**config.mk**
```make
export PLATFORM = sky130hd
export DESIGN_NAME = wave_pwm_out
export DESIGN_NICKNAME = d
export VERILOG_FILES = /design/src/rtl/wave_pwm_out.sv
export SDC_FILE = /design/constraint.sdc
export NUM_CORES = 1
export LEC_CHECK = 0
export CORE_MARGIN = 5
export CORE_UTILIZATION = 28
export CTS_CLUSTER_SIZE = 10
export DETAILED_ROUTE_END_ITERATION = 6
export HOLD_SLACK_MARGIN = 0.1
export PLACE_DENSITY_LB_ADDON = 0.1
export SYNTH_ARGS = -nofsm -noshare
export SYNTH_HDL_FRONTEND = slang
export SYNTH_SLANG_ARGS = --single-unit
```
**constraint.sdc**
```tcl
create_clock -name clock -period 2.3 [get_ports clock]
set_input_delay 0.575 -clock clock [delete_from_list [all_inputs] [get_ports clock]]
set_output_delay 0.575 -clock clock [all_outputs]
set_load 0.05 [all_outputs]
```
**src/rtl/wave_pwm_out.sv**
```systemverilog
// PWM DAC output stage: picks one of six waveform samples, attenuates it around
// midscale, and plays it as a 255-cycle PWM frame repeated REPEAT times per sample.
module wave_pwm_out #(
  parameter int unsigned REPEAT = 1
) (
  input  logic       clock,
  input  logic       reset,
  input  logic       enable,
  input  logic [7:0] square,
  input  logic [7:0] triangle,
  input  logic [7:0] reciprocal,
  input  logic [7:0] sin,
  input  logic [7:0] full,
  input  logic [7:0] half,
  input  logic [2:0] sel,
  input  logic [1:0] amp,
  output logic       pwm_out,
  output logic       sample_tick,
  output logic [7:0] sample_out
);

  localparam logic [7:0] MIDSCALE = 8'd128;
  localparam logic [7:0] CNT_LAST = 8'd254;
  localparam logic [3:0] REP_LAST = 4'(REPEAT - 1);

  logic [7:0] cnt_q, cnt_d;
  logic [3:0] rep_q, rep_d;
  logic [7:0] duty_q, duty_d;
  logic       pwm_q, pwm_d;
  logic       tick_q, tick_d;

  logic [7:0] sel_val;
  logic [7:0] s;

  always_comb begin
    sel_val = MIDSCALE;
    case (sel)
      3'd0:    sel_val = square;
      3'd1:    sel_val = triangle;
      3'd2:    sel_val = reciprocal;
      3'd3:    sel_val = sin;
      3'd4:    sel_val = full;
      3'd5:    sel_val = half;
      default: sel_val = MIDSCALE;
    endcase
  end

  // Attenuation shrinks the swing toward 128; the offsets keep the result centred.
  always_comb begin
    s = MIDSCALE;
    case (amp)
      2'd0:    s = sel_val;
      2'd1:    s = {1'b0, sel_val[7:1]} + 8'd64;
      2'd2:    s = {2'b00, sel_val[7:2]} + 8'd96;
      default: s = MIDSCALE;
    endcase
  end

  always_comb begin
    cnt_d  = cnt_q;
    rep_d  = rep_q;
    duty_d = duty_q;
    pwm_d  = 1'b0;
    tick_d = 1'b0;
    if (!enable) begin
      cnt_d = '0;
      rep_d = '0;
    end else begin
      // cnt never reaches 255, so duty 255 stays high for the whole frame.
      pwm_d = (cnt_q < duty_q);
      if (cnt_q == CNT_LAST) begin
        cnt_d = '0;
        if (rep_q == REP_LAST) begin
          rep_d  = '0;
          duty_d = s;
          tick_d = 1'b1;
        end else begin
          rep_d = rep_q + 4'd1;
        end
      end else begin
        cnt_d = cnt_q + 8'd1;
      end
    end
  end

  always_ff @(posedge clock or posedge reset) begin
    if (reset) begin
      cnt_q  <= '0;
      rep_q  <= '0;
      duty_q <= MIDSCALE;
      pwm_q  <= 1'b0;
      tick_q <= 1'b0;
    end else begin
      cnt_q  <= cnt_d;
      rep_q  <= rep_d;
      duty_q <= duty_d;
      pwm_q  <= pwm_d;
      tick_q <= tick_d;
    end
  end

  assign pwm_out     = pwm_q;
  assign sample_tick = tick_q;
  assign sample_out  = duty_q;

endmodule

```
# ---- After elaboration in Yosys (flattened, before gate mapping)
# Cells that the tools add are included.
dict set report op_classes {
  n_mux 11
  n_eq_ne 9
  addsub 4
  magnitude_cmp 1
  reduce_logical 4
}
# operator count
set ops {}
lappend ops {{$pmux 8 s6} 1}
lappend ops {{$pmux 8 s3} 1}
lappend ops {{$mux 8} 2}
lappend ops {{$mux 4} 3}
lappend ops {{$add 6x7->8 const B} 1}
lappend ops {{$add 7x7->8 const B} 1}
lappend ops {{$add 8x1->8 const B} 1}
lappend ops {{$eq 8x8->1 const B} 1}
lappend ops {{$lt 8x8->1} 1}
lappend ops {{$eq 3x2->1 const B} 2}
lappend ops {{$eq 3x3->1 const B} 2}
lappend ops {{$add 4x1->4 const B} 1}
lappend ops {{$logic_not 4->1} 1}
lappend ops {{$mux 1} 4}
lappend ops {{$eq 3x1->1 const B} 1}
lappend ops {{$logic_not 3->1} 1}
lappend ops {{$reduce_and 3->1} 1}
lappend ops {{$eq 2x1->1 const B} 1}
lappend ops {{$eq 2x2->1 const B} 1}
lappend ops {{$logic_not 2->1} 1}
lappend ops {{$ne 2x1->1 const B} 1}
dict set report word_totals {
  output_inout_bits 10
  inputBits 56
  regBits 22
}

# ---- Depth between registers and ports, before layout
# Gate-level depths: netlist of run 1.
dict set report logic_depth {
  depth_word 4
  depth_mapped 7
  depth_no_buf 7
}

# ---- Worst setup path before layout of run 1
# Ideal clock, no wire load.
dict set report synth_timing {
  kind {input port to flip-flop}
  startpoint {input port sel[1]}
  endpoint {register duty_q[3], in the netlist sample_out[3]}
  path_stages 5
  t_arrival_ns 1.685
  path_slack_ns 0.492
  setup_time_ns 0.123
  required_time_ns 2.177
  path_cell_list {mux2_2 > mux4_2 > a32oi_1 > o211a_1 > a21oi_1}
}
dict set report synth_between {
  elab_chain_len 4
  word_cells_on_any_way 10
  classes_between {2 x add/sub; 5 x eq/ne; 2 x mux; 1 x reduce/logical}
}
# item line
set synth_rtl {}
lappend synth_rtl {{start, declared} 15} ;# input logic [2:0] sel,
lappend synth_rtl {{$eq 3x3->1 (tied with other cells)} 37} ;# case (sel)
lappend synth_rtl {{$pmux 8 s6 (*)} 37}
lappend synth_rtl {{$add 6x7->8 or $add 7x7->8 (tied branches)} {54, 53}}
lappend synth_rtl {{$pmux 8 s3 (*)} 51} ;# case (amp)
lappend synth_rtl {{end signal, assigned} 96} ;# duty_q <= duty_d;
lappend synth_rtl {{end, declared} 28} ;# logic [7:0] duty_q, duty_d;
# Every way passes the cells marked *; elsewhere a longest branch is shown, timed or not.
# A chain may end at the register's enable or synchronous reset.

# ---- Worst setup path after layout of run 1
# Ends and elaborated chain as after synthesis.

==> results of run 1 <==
[metal layers]
metal | global-route usage, % | vias to the layer above | wire length (um)
li1 | - | 816 | -
met1 | 18.0 | 717 | 2260
met2 | 21.3 | 40 | 2210
met3 | 2.98 | 0 | 273
met4 | 0.687 | 0 | 0
met5 | 0 | - | 0
[registers in the layout (all words and copies together) (netlist names)]
name	cells
sample_tick	1
cnt_q	8
rep_q	4
sample_out	8
pwm_out	1
[layout by cell type, fill, tap and decap left out, drive strengths merged, types with 2 or more instances in the layout]
cell,instances
nand2,11
a211oi,2
clkdlybuf4s50,64
a21oi,7
clkbuf,4
nor4,2
a22oi,2
ha,11
inv,17
and4,2
nand4,3
xor2,5
o21ai,9
nand2b,2
mux4,2
xnor2,2
nor2,14
a21boi,5
nor2b,4
mux2,6
nor3,3
nand3,9
o22ai,4
mux2i,16
dfrtp,21
buf,13
a221o,2
[metrics by stage]
stage / power, uW / hold WS (ns) / TNS (ns)
2_1_floorplan: 514 / 0.492 / 0
3_3_place_gp: 654 / 0.497 / -1.08
3_5_place_dp: 651 / 0.491 / -0.991
4_1_cts: 899 / 0.505 / 0
5_1_grt: 943 / 0.526 / 0
6_report: 889 / 0.502 / 0
[worst max-delay path, stage by stage]
cell	delay (ns)
clkdlybuf4s50_1	0.51
mux2_2	0.35
mux4_2	0.49
a32oi_1	0.18
o211a_1	0.18
a21oi_1	0.04
[what timing repair did]
action                     in CTS  in global routing
setup endpoints to repair       0                  1
resized for setup               0                  1
hold buffers                    0                  0
hold endpoints to repair        0                  0
[cells by family (layout without fill, tap and decap cells)]
family / after synthesis / after routing / share of synthesized area, %
adders and majority gates: 11 / 11 / 7.99
buffers and inverters: 22 / 99 / 6.75
muxes: 24 / 24 / 15.8
DFF: 22 / 22 / 32.0
AOI/OAI and AO/OA: 41 / 41 / 16.8
and+or+nand+nor: 54 / 54 / 17.0
xor gates and xnor gates: 7 / 7 / 3.56
[layout make-up]
type                       count  area share [%]
tap                           75            3.65
sequential                    22            21.4
multi-input combinational    137            41.0
inverter                      17            2.48
timing repair buffer          78            29.7
clock buffer                   4            1.75
[worst max path at each step]
stage | startpoint | end
2_1_floorplan | sel[1] | sample_out[3]
3_3_place_gp | sel[1] | sample_out[3]
3_5_place_dp | sel[0] | sample_out[6]
4_1_cts | sel[0] | sample_out[6]
5_1_grt | sel[1] | sample_out[3]
6_report | sel[1] | sample_out[3]
[power by group through the flow]
stage	sequential (uW)	combinational [uW]	clock (uW)
finish	399	243	248
CTS	399	247	253
floorplan	407	107	0
global route	400	266	276
global placement	407	247	0
detailed placement	407	245	0
==> results.toml, run 1 <==
[final_layout]
final_cell_area_um2 = 2570
diodes = 0
area_growth_pct = 49.3
final_core_util_pct = 43.2
fillCellCount = 610
drive_gt1_share_pct = 13.2
multiInputGateArea_um2 = 1050
seqCellArea_um2 = 552
final_cells = 333
nNetsFinal = 326

[sta]
slew_viol_final = 0
hold_viol = 0
rsz0062_at_grt = "false"
fmax_mhz = 459
final.setup_skew_ns = 0.00239
fin_ws_ns = 0.121
worstMarginPinSlew_ns = 0.518
maxSlewHeadroom_pct = 65.4
period_minus_slack_ns = 2.18
min_period_over_period_pct = 94.8
setup_viol = 0

[yosys]
synthFlopType = "dfrtp_1"
synth_top_area_share_pct = 30.5
syn-num-nets = 248
synth_seq_cells = 22
synth_edf_count = 0
synth_cells = 181
synth_area_per_cell_um2 = 9.52
ys_warn_count = 0
yosys-top-cells-area = "dfrtp_1, mux2i_1, ha_1"
synth_seq_area_share_pct = 32.0
ys_types = 48
synth_most_common_cell = "dfrtp_1"
synthArstFlopShare_pct = 100
synthTopCellsByCount = "dfrtp_1, inv_1, mux2i_1"
yosysTopAreaCell = "dfrtp_1"
syn-cell-area_um2 = 1720

[power]
p_clk_share_pct = 27.8
comb_power_share_pct = 27.3
p_leak_uw = 0.00113
power.switching_uw = 225
pwr_density_cell_nw_per_um2 = 346
ir_drop_v = 0.000314
swShare_pct = 25.3
p_seq_share_pct = 44.9
p_int_uw = 664

[route]
wl_per_cell_um = 14.2
drt-initial-drc-count = 73
postRouteAntennaNets = 0
num_vias = 1573
drc = 0
via_per_inst = 4.72
wl_um = 4740
firstDrtPassIters = 4

[global_route]
grt_pass1_vias = 1617
grt_max_degree = 23
antenna_found_initial = 0
grt_overflow_total = 0
gr-usage-all-layers_pct = 12.8
grt_pass1_wl_um = 8010

[cts]
clkTransAtPathRegs_ns = 0.08
clk_path_buf_depth = 2
clk-insertion-delay-late_ns = 0.26
cts_sinks = 22
root_buffer = "clkbuf_8"
htree_levels = 1
cts_tree = "done"
post_cts_buffers = 0
cts_buffers = 3

[min_path]
holdCritStartpoint = "sample_out[7]"
holdPathStages = 2
hold_path_end = "sample_out[7]"
hold_class = "flip-flop to flip-flop"

[die]
core_region_area_um2 = 5960
num_io_pins = 66
initial_core_util_pct = 28.9
dieArea_um2 = 7820
num_rows = 28
die_h_um = 88.4
die_width_um = 88.4

[worst_setup_path]
crit_fanout = 3
critPathKind = "input pin to flip-flop"
critPathArrivalTime_ns = 2.33
start_kind = "input pin"
reg2reg_depth = 7
reg2reg_slack_ns = 0.37
worst_ep_required_time_ns = 2.45
end_kind = "flip-flop"
timing.rr.end = "sample_out[6]"
worstReg2RegStart = "rep_q[0]"

[placement]
io_buffers = 65
place_ws_ns = -0.169
gp_congestion = 0.867
hpwlAfterDp_um = 3960
dp.cells = 329
placed_area_um2 = 2520

[outcome]
status = "finished clean"

[run]
maxCapViolations = 0
Note: power is estimated with default switching activity, not from simulation.
==> run 2: changes to the inputs <==
clock period = 2.8 ns   (was 2.3 ns; I/O delays follow)
==> run 2 against run 1 <==
Net effect:
- clock-buffer cell count unchanged
- cell area fell by 2.6%
- clock skew up 0.0013 ns
- critical endpoint is now sample_out[6]
- largest cell class unchanged
==> results.toml, run 2 (same netlist as run 1, synthesis figures left out) <==
[cts]
htree_levels = 1
clk-insertion-delay-late_ns = 0.26
root_buffer = "clkbuf_8"
clk_path_buf_depth = 2
post_cts_buffers = 0
postCtsHoldBufs = 0
cts_sinks = 22
cts_resized = 0
clkTransAtPathRegs_ns = 0.08
cts_buffers = 3
cts_tree = "done"

[final_layout]
final_cell_mix = "clkdlybuf4s50_1, dfrtp_1, inv_1"
layout_commonest_cell = "clkdlybuf4s50_1"
area_growth_pct = 45.4
final_cell_area_um2 = 2500
drive_gt1_share_pct = 10.8
diodes = 0
nNetsFinal = 319

[power]
pwr_density_cell_nw_per_um2 = 287
p_leak_uw = 0.00108
ir_drop_v = 0.000240

[min_path]
hold_class = "flip-flop to flip-flop"
holdCritStartpoint = "sample_out[7]"
holdPathStages = 2
hold_path_end = "sample_out[7]"

[sta]
worstMarginPinSlew_ns = 0.525
final.setup_skew_ns = 0.00369
fmax_mhz = 430
fin_tns_setup_ns = 0
min_period_over_period_pct = 83.0
rsz0062_at_grt = "false"
hold_viol = 0
slew_viol_final = 0
period_minus_slack_ns = 2.33
setup_viol = 0
maxSlewHeadroom_pct = 64.9

[outcome]
status = "finished clean"

[global_route]
grt_pass1_vias = 1630
use_met3_pct = 3.35
gr-max-usage-layer = "met2"
grt_overflow_total = 0
grt_use_met2_pct = 22.7
antenna_found_initial = 0
grt_pass1_wl_um = 8120
met1_usage_pct = 17.5
gr-usage-all-layers_pct = 13.2
grt_max_degree = 23

[run]
maxCapViolations = 0

[route]
drt-initial-drc-count = 39
num_vias = 1546
postRouteAntennaNets = 0
firstDrtPassIters = 4
wl_um = 4810
drc = 0
via_per_inst = 4.74
wl_per_cell_um = 14.7

[die]
num_io_pins = 66
num_rows = 28
initial_core_util_pct = 28.9
core_region_area_um2 = 5960
die_width_um = 88.4
dieArea_um2 = 7820
die_h_um = 88.4

[worst_setup_path]
slowest_stage = "clkdlybuf4s50_1"
worst_ep_required_time_ns = 2.99
reg2reg_depth = 7
critPathArrivalTime_ns = 2.51
path_cells = "clkdlybuf4s50_1, buf_4, mux2_2, o22ai_1, a21oi_1, o221ai_1, a21boi_1"
start_kind = "input pin"
crit_fanout = 12
cp_top_family = "buffers and inverters"
timing.rr.end = "sample_out[6]"
critPathKind = "input pin to flip-flop"
worstReg2RegStart = "rep_q[0]"
end_kind = "flip-flop"
critPathBufInv = 2
reg2reg_slack_ns = 0.86
max_stage_delay_ns = 0.56

[placement]
hpwlAfterDp_um = 4000
gp_congestion = 0.806
io_buffers = 65
placed_area_um2 = 2460
==> run 2: changes by cell type in the layout (fill, tap and decap cells not counted), sizes merged <==
cell           change
buf                -7
clkdlybuf4s50      +1
dlymetal6s2s       -1
==> run 2: cell type report <==
| type | instances | area [um2] |
|---|---|---|
| Inverter | 17 | 63.8 |
| Timing Repair Buffer | 71 | 696 |
| Sequential cell | 22 | 552 |
| Multi-Input combinational cell | 137 | 1050 |
| Clock buffer | 4 | 45.0 |
| Fill cell | 611 | 3450 |
| Tap cell | 75 | 93.8 |
==> run 2: worst max-delay path by stage <==
stage,start,endpoint,slack [ns],depth (start not counted)
after global routing,sel[0],sample_out[6],0.31,7
after detailed placement,sel[0],sample_out[6],0.20,7
after global placement,sel[1],sample_out[3],0.21,6
after floorplan,sel[1],sample_out[3],0.87,5
after CTS,sel[0],sample_out[6],0.46,7
final,sel[0],sample_out[6],0.47,7
==> run 2: per-layer routing <==
layer,share of wire [%],vias up
met5,0,-
met4,0.23,0
met3,5.8,2
met2,47,33
met1,47,711
li1,-,800
==> run 2: power breakdown <==
part	switching [uW]	leakage [uW]	internal, uW
combinational	75.4	0.000784	116
sequential	6.20	0.000276	321
clock	99.7	0.0000228	101
==> run 2: through the flow <==
| step | util (%) | std cells | total power, uW | hold WS, ns | setup WS, ns |
|---|---|---|---|---|---|
| global route | 42.1 | 326 | 761 | 0.542 | 0.309 |
| floorplan | - | 181 | 422 | 0.492 | 0.867 |
| finish | 42.1 | 326 | 720 | 0.503 | 0.475 |
| global placement | 41.3 | 322 | 527 | 0.498 | 0.209 |
| detailed placement | 41.3 | 322 | 527 | 0.495 | 0.203 |
| CTS | 42.1 | 326 | 730 | 0.507 | 0.462 |
==> run 2: worst reg2reg max path: cells and delay by family, from the launching register on <==
| kind | cells | cell delay [ns] |
|---|---|---|
| AND/OR/NAND/NOR | 2 | 0.64 |
| flip-flops | 1 | 0.42 |
| buffers and inverters | 2 | 0.31 |
| AO/OA/AOI/OAI | 2 | 0.31 |
| adder cells (fa/ha/maj) | 1 | 0.15 |
